[src/rtl/spi_master.sv]
// SPI master with programmable CPOL/CPHA latched per frame and a registered SCK/MOSI/CS.
// Bit order: MSB first by default; define SPI_MASTER_LSB_FIRST_EN for LSB-first frames.
module spi_master #(
  parameter int CLK_DIV = 4,
  parameter int DATA_W  = 8
) (
  input  logic              i_clk,
  input  logic              i_rst,
  input  logic              i_cpol,
  input  logic              i_cpha,
  input  logic              i_start,
  input  logic [DATA_W-1:0] i_tx_data,
  input  logic              i_MISO,
  output logic              o_SCK,
  output logic              o_MOSI,
  output logic              o_CS,
  output logic              o_busy,
  output logic              o_done,
  output logic [DATA_W-1:0] o_rx_data,
  output logic [1:0]        dbg_state
);

  typedef enum logic [1:0] {
    IDLE  = 2'd0,
    SETUP = 2'd1,
    XFER  = 2'd2,
    HOLD  = 2'd3
  } state_t;

  localparam int HW = $clog2(CLK_DIV);
  localparam int EW = $clog2(2 * DATA_W);
  localparam logic [HW-1:0] HALF_LAST = HW'(CLK_DIV - 1);
  localparam logic [EW-1:0] EDGE_LAST = EW'(2 * DATA_W - 1);

  state_t            state;
  logic [HW-1:0]     half_cnt;
  logic [EW-1:0]     edge_cnt;
  logic              cpol_q;
  logic              cpha_q;
  logic [DATA_W-1:0] tx_sr;
  logic [DATA_W-1:0] rx_sr;

`ifdef SPI_MASTER_LSB_FIRST_EN
  function automatic logic first_bit(input logic [DATA_W-1:0] d);
    return d[0];
  endfunction
  function automatic logic [DATA_W-1:0] tx_shift(input logic [DATA_W-1:0] d);
    return d >> 1;
  endfunction
  function automatic logic [DATA_W-1:0] rx_shift(input logic [DATA_W-1:0] d, input logic b);
    return {b, d[DATA_W-1:1]};
  endfunction
`else
  function automatic logic first_bit(input logic [DATA_W-1:0] d);
    return d[DATA_W-1];
  endfunction
  function automatic logic [DATA_W-1:0] tx_shift(input logic [DATA_W-1:0] d);
    return d << 1;
  endfunction
  function automatic logic [DATA_W-1:0] rx_shift(input logic [DATA_W-1:0] d, input logic b);
    return {d[DATA_W-2:0], b};
  endfunction
`endif

  // Even edge_cnt values are leading edges (SCK leaves its idle level).
  logic tick, leading, last_edge, shift_ev, sample_ev;
  assign tick      = (half_cnt == HALF_LAST);
  assign leading   = ~edge_cnt[0];
  assign last_edge = (edge_cnt == EDGE_LAST);
  assign shift_ev  = cpha_q ? leading : (~leading & ~last_edge);
  assign sample_ev = cpha_q ? ~leading : leading;

  assign dbg_state = state;

  always_ff @(posedge i_clk or posedge i_rst) begin
    if (i_rst) begin
      state     <= IDLE;
      half_cnt  <= '0;
      edge_cnt  <= '0;
      cpol_q    <= 1'b0;
      cpha_q    <= 1'b0;
      tx_sr     <= '0;
      rx_sr     <= '0;
      o_SCK     <= 1'b0;
      o_MOSI    <= 1'b0;
      o_CS      <= 1'b1;
      o_busy    <= 1'b0;
      o_done    <= 1'b0;
      o_rx_data <= '0;
    end else begin
      o_done <= 1'b0;
      if (state != IDLE) half_cnt <= tick ? '0 : half_cnt + 1'b1;
      case (state)
        IDLE: begin
          o_SCK    <= i_cpol;
          o_MOSI   <= 1'b0;
          o_CS     <= 1'b1;
          half_cnt <= '0;
          edge_cnt <= '0;
          if (i_start) begin
            cpol_q <= i_cpol;
            cpha_q <= i_cpha;
            rx_sr  <= '0;
            o_CS   <= 1'b0;
            o_busy <= 1'b1;
            state  <= SETUP;
            // CPHA=0 must present the first bit before the first (sampling) edge.
            if (i_cpha) begin
              tx_sr <= i_tx_data;
            end else begin
              o_MOSI <= first_bit(i_tx_data);
              tx_sr  <= tx_shift(i_tx_data);
            end
          end
        end
        SETUP: begin
          if (tick) state <= XFER;
        end
        XFER: begin
          if (tick) begin
            o_SCK    <= ~o_SCK;
            edge_cnt <= last_edge ? '0 : edge_cnt + 1'b1;
            if (shift_ev) begin
              o_MOSI <= first_bit(tx_sr);
              tx_sr  <= tx_shift(tx_sr);
            end
            if (sample_ev) rx_sr <= rx_shift(rx_sr, i_MISO);
            if (last_edge) state <= HOLD;
          end
        end
        HOLD: begin
          o_SCK <= cpol_q;
          if (tick) begin
            state     <= IDLE;
            o_CS      <= 1'b1;
            o_MOSI    <= 1'b0;
            o_busy    <= 1'b0;
            o_done    <= 1'b1;
            o_rx_data <= rx_sr;
          end
        end
        default: state <= IDLE;
      endcase
    end
  end

endmodule
[config.mk]
export PLATFORM = sky130hd
export DESIGN_NAME = spi_master
export DESIGN_NICKNAME = d
export VERILOG_FILES = /design/src/rtl/spi_master.sv
export SDC_FILE = /design/constraint.sdc
export NUM_CORES = 1
export LEC_CHECK = 0
export BUFFER_PORTS_ARGS = -buffer_cell sky130_fd_sc_hd__buf_2
export CORE_MARGIN = 5
export CORE_UTILIZATION = 50
export CTS_BUF_LIST = sky130_fd_sc_hd__clkbuf_4 sky130_fd_sc_hd__clkbuf_8
export DETAILED_ROUTE_END_ITERATION = 8
export PLACE_DENSITY = 0.81
export SLEW_MARGIN = 20
export SYNTH_ARGS = -nofsm -noshare
export SYNTH_HDL_FRONTEND = slang
export SYNTH_SLANG_ARGS = --single-unit
[constraint.sdc]
create_clock -name i_clk -period 2.2 [get_ports i_clk]
set_input_delay 0.44 -clock i_clk [delete_from_list [all_inputs] [get_ports i_clk]]
set_output_delay 0.44 -clock i_clk [all_outputs]
set_load 0.02 [all_outputs]
==> results.py <==
metrics = {
    "run_status": {
        "status": "complete, no violations",
    },
    "drt": {
        "viasPerCell": 5.50,
        "firstDrtPassIters": 6,
        "num_vias": 1354,
        "drt_iter0_drc": 109,
        "finalWirelength_mm": 3.51,
        "drc_errors": 0,
        "ant_nets": 0,
        "wl_per_cell_um": 14.3,
    },
    "power": {
        "power_density_nw_per_um2": 1300,
        "p_leak_uw": 0.00113,
        "ir_drop_uv": 622,
    },
    "floorplanning": {
        "num_rows": 22,
        "die_w_um": 71.7,
        "boundaryPins": 29,
        "start_util_pct": 51.6,
        "dieHeight_um": 71.7,
        "coreArea_um2": 3690,
        "die_area_um2": 5140,
    },
    "timing": {
        "post-route-min-period_ps": 2010,
        "worstMarginPinSlew_ps": 466,
        "maxSlewViolCount": 0,
        "clock.fmax_mhz": 497,
        "worst_clock_skew_ps": 7.18,
        "tns_ps": 0,
        "period_share_pct": 91.4,
        "relSlewSlack_pct": 68.9,
        "hold_viol": 0,
        "rsz0062_at_grt": "no",
        "setup_viol": 0,
    },
    "critical_path": {
        "r2r_end": "tx_sr[2]",
        "arrival_ps": 2190,
        "endpoint_kind": "register",
        "critical_path_depth": 5,
        "crit_start": "edge_cnt[0]",
        "start_kind": "register",
        "crit_type": "register to register",
        "slowest_delay_ps": 460,
        "cp_cell_sequence": "ha_1, and3_1, o211a_1, or3_4, mux2_4",
        "cp.buffers_inverters": 0,
        "crit_end": "tx_sr[2]",
        "r2r_cells": 5,
        "crit_fanout": 8,
        "cp_data_required_time_ps": 2380,
        "rr_startpoint": "edge_cnt[0]",
        "rrSetupSlack_ps": 190,
        "crit_family": "simple AND/OR/NAND/NOR gates",
        "cp_slowest_cell": "or3_4",
    },
    "min_path": {
        "hold_path.class": "primary input to asynchronous set/reset pin",
    },
    "clocking": {
        "cts_max_level": 2,
        "numCtsBuffers": 5,
        "clock-sinks": 39,
        "root_buffer": "clkbuf_8",
        "cts_tree": "yes",
        "postCtsSetupRepairBufs": 0,
        "clock_latency_ps": 290,
        "path_clk_slew_ps": 70,
        "cts_buffer_depth": 2,
    },
    "synth": {
        "netlist_instances": 163,
        "synth_cell_types": 30,
        "seq_area_frac_synth_pct": 51.3,
        "yosys_warnings": 0,
        "synthesis.nets": 184,
        "synth.avg_cell_area_um2": 11.7,
        "ys_ff_latch": 39,
        "syn_area_um2": 1900,
    },
    "global_routing": {
        "grt_pass1_vias": 1318,
        "grt_pass1_wl_mm": 6.14,
        "overflow": 0,
        "grtUsageTotal_pct": 15.3,
        "antenna_found_initial": 0,
        "grt_max_degree": 40,
    },
    "finish": {
        "seqCellArea_um2": 977,
        "fin_util_pct": 59.9,
        "multi_input_area_um2": 880,
        "fillers": 322,
        "antenna_cells": 0,
        "drive_above_1_share_pct": 33.3,
        "areaGrowthSynthToFinish_pct": 16.0,
        "final_common_cell": "dfrtp_1",
        "finalNetCount": 218,
        "most-common-layout-cells": "38 x dfrtp_1, 28 x buf_2, 17 x nand2_1",
    },
    "placement": {
        "dp_hpwl_mm": 2.53,
        "gp_congestion": 0.837,
        "numPortBuffers": 28,
    },
    "job": {
        "cap_viol_max_count": 0,
    },
}
-- report_power, final --
group          switching [µW]  internal [µW]  leakage (µW)  total, µW
registers                 111            925      0.000506       1040
logic                     696            660      0.000587       1360
clock network             253            220     0.0000402        473
-- routing by layer --
| layer | vias up | track usage [%] | wire, µm |
|---|---|---|---|
| met2 | 46 | 21.8 | 1480 |
| met4 | 0 | 6.26 | 36 |
| met3 | 5 | 5.19 | 324 |
| met1 | 656 | 21.3 | 1670 |
| li1 | 647 | - | - |
| met5 | - | 0 | 0 |
-- worst min-delay path by stage --
| stage | endpoint | slack, ps |
|---|---|---|
| 3_5_place_dp | half_cnt[0] | 430 |
| 4_1_cts | o_rx_data[6] | 260 |
| 3_3_place_gp | half_cnt[0] | 420 |
| 5_1_grt | half_cnt[0] | 280 |
| 2_1_floorplan | half_cnt[0] | 410 |
| 6_report | o_rx_data[7] | 240 |
-- cells by family (layout without fill, tap and decap cells) --
kind of cell	count (synthesis)	after routing	synth area share (%)
AOI/OAI and AO/OA	33	33	12.5
xor gates and xnor gates	1	1	0.460
adders and majority gates	7	7	4.60
buffers and inverters	12	47	2.76
DFF	39	39	51.3
muxes	29	29	18.1
and+or+nand+nor	42	42	10.2
-- through the flow --
stage	total power [µW]	worst slack (ps)	area (µm²)	hold WS (ps)	instances
6_report	2870	188	2210	243	246
5_1_grt	3100	111	2210	281	246
4_1_cts	2880	41.5	2200	255	246
3_5_place_dp	2400	56.9	2120	429	238
3_3_place_gp	2360	124	2120	425	238
2_1_floorplan	2080	11.6	1900	408	163
-- tightest hold or removal path, cell delays in order --
cell and delay [ps]:
buf_2 100, inv_1 40, buf_4 400
-- cells in the mapped netlist --
cell	instances	area share [%]
xnor2_1	1	0.46
o21ai_0	10	2.6
mux2i_1	7	3.7
mux2_2	14	8.3
mux2_4	7	5.5
buf_6	1	0.59
ha_1	7	4.6
nor3_1	5	1.3
inv_2	1	0.20
or3_1	1	0.33
nor2_1	6	1.2
a22o_1	13	6.0
and3_1	2	0.66
dfstp_2	1	1.4
clkbuf_1	6	1.2
o21bai_1	1	0.39
and2b_1	1	0.39
nand2b_1	2	0.66
inv_1	4	0.79
o32a_1	2	1.1
dfrtp_1	38	50
nand2_1	17	3.4
a21o_1	2	0.79
a21boi_0	1	0.39
o211a_1	1	0.53
nor2b_1	3	0.99
or2_1	1	0.33
nand3_1	4	1.1
a21oi_1	3	0.79
mux2_1	1	0.59
-- state kept, by name, summed over array words and instances, names as in the netlist --
name / cells
tx_sr: 8
o_busy: 1
o_done: 1
o_SCK: 1
cpha_q: 1
edge_cnt: 4
o_rx_data: 8
rx_sr: 8
dbg_state: 2
o_CS: 1
cpol_q: 1
o_MOSI: 1
half_cnt: 2
-- timing repair --
item | 4_1_cts | 5_1_grt
endpoints found under the hold margin | 0 | 0
gates resized for setup | 0 | 1
endpoints found under the setup margin | 0 | 7
hold buffers | 0 | 0
-- final cells by class --
class	instances	share of cell area (%)
repair buffers	34	8.38
inverters	5	0.849
multi-input cells	112	39.8
well taps	48	2.72
flip-flops and latches	39	44.2
clock inverters	3	0.906
clock buffers	5	3.11
(Power assumes the default switching activity.)
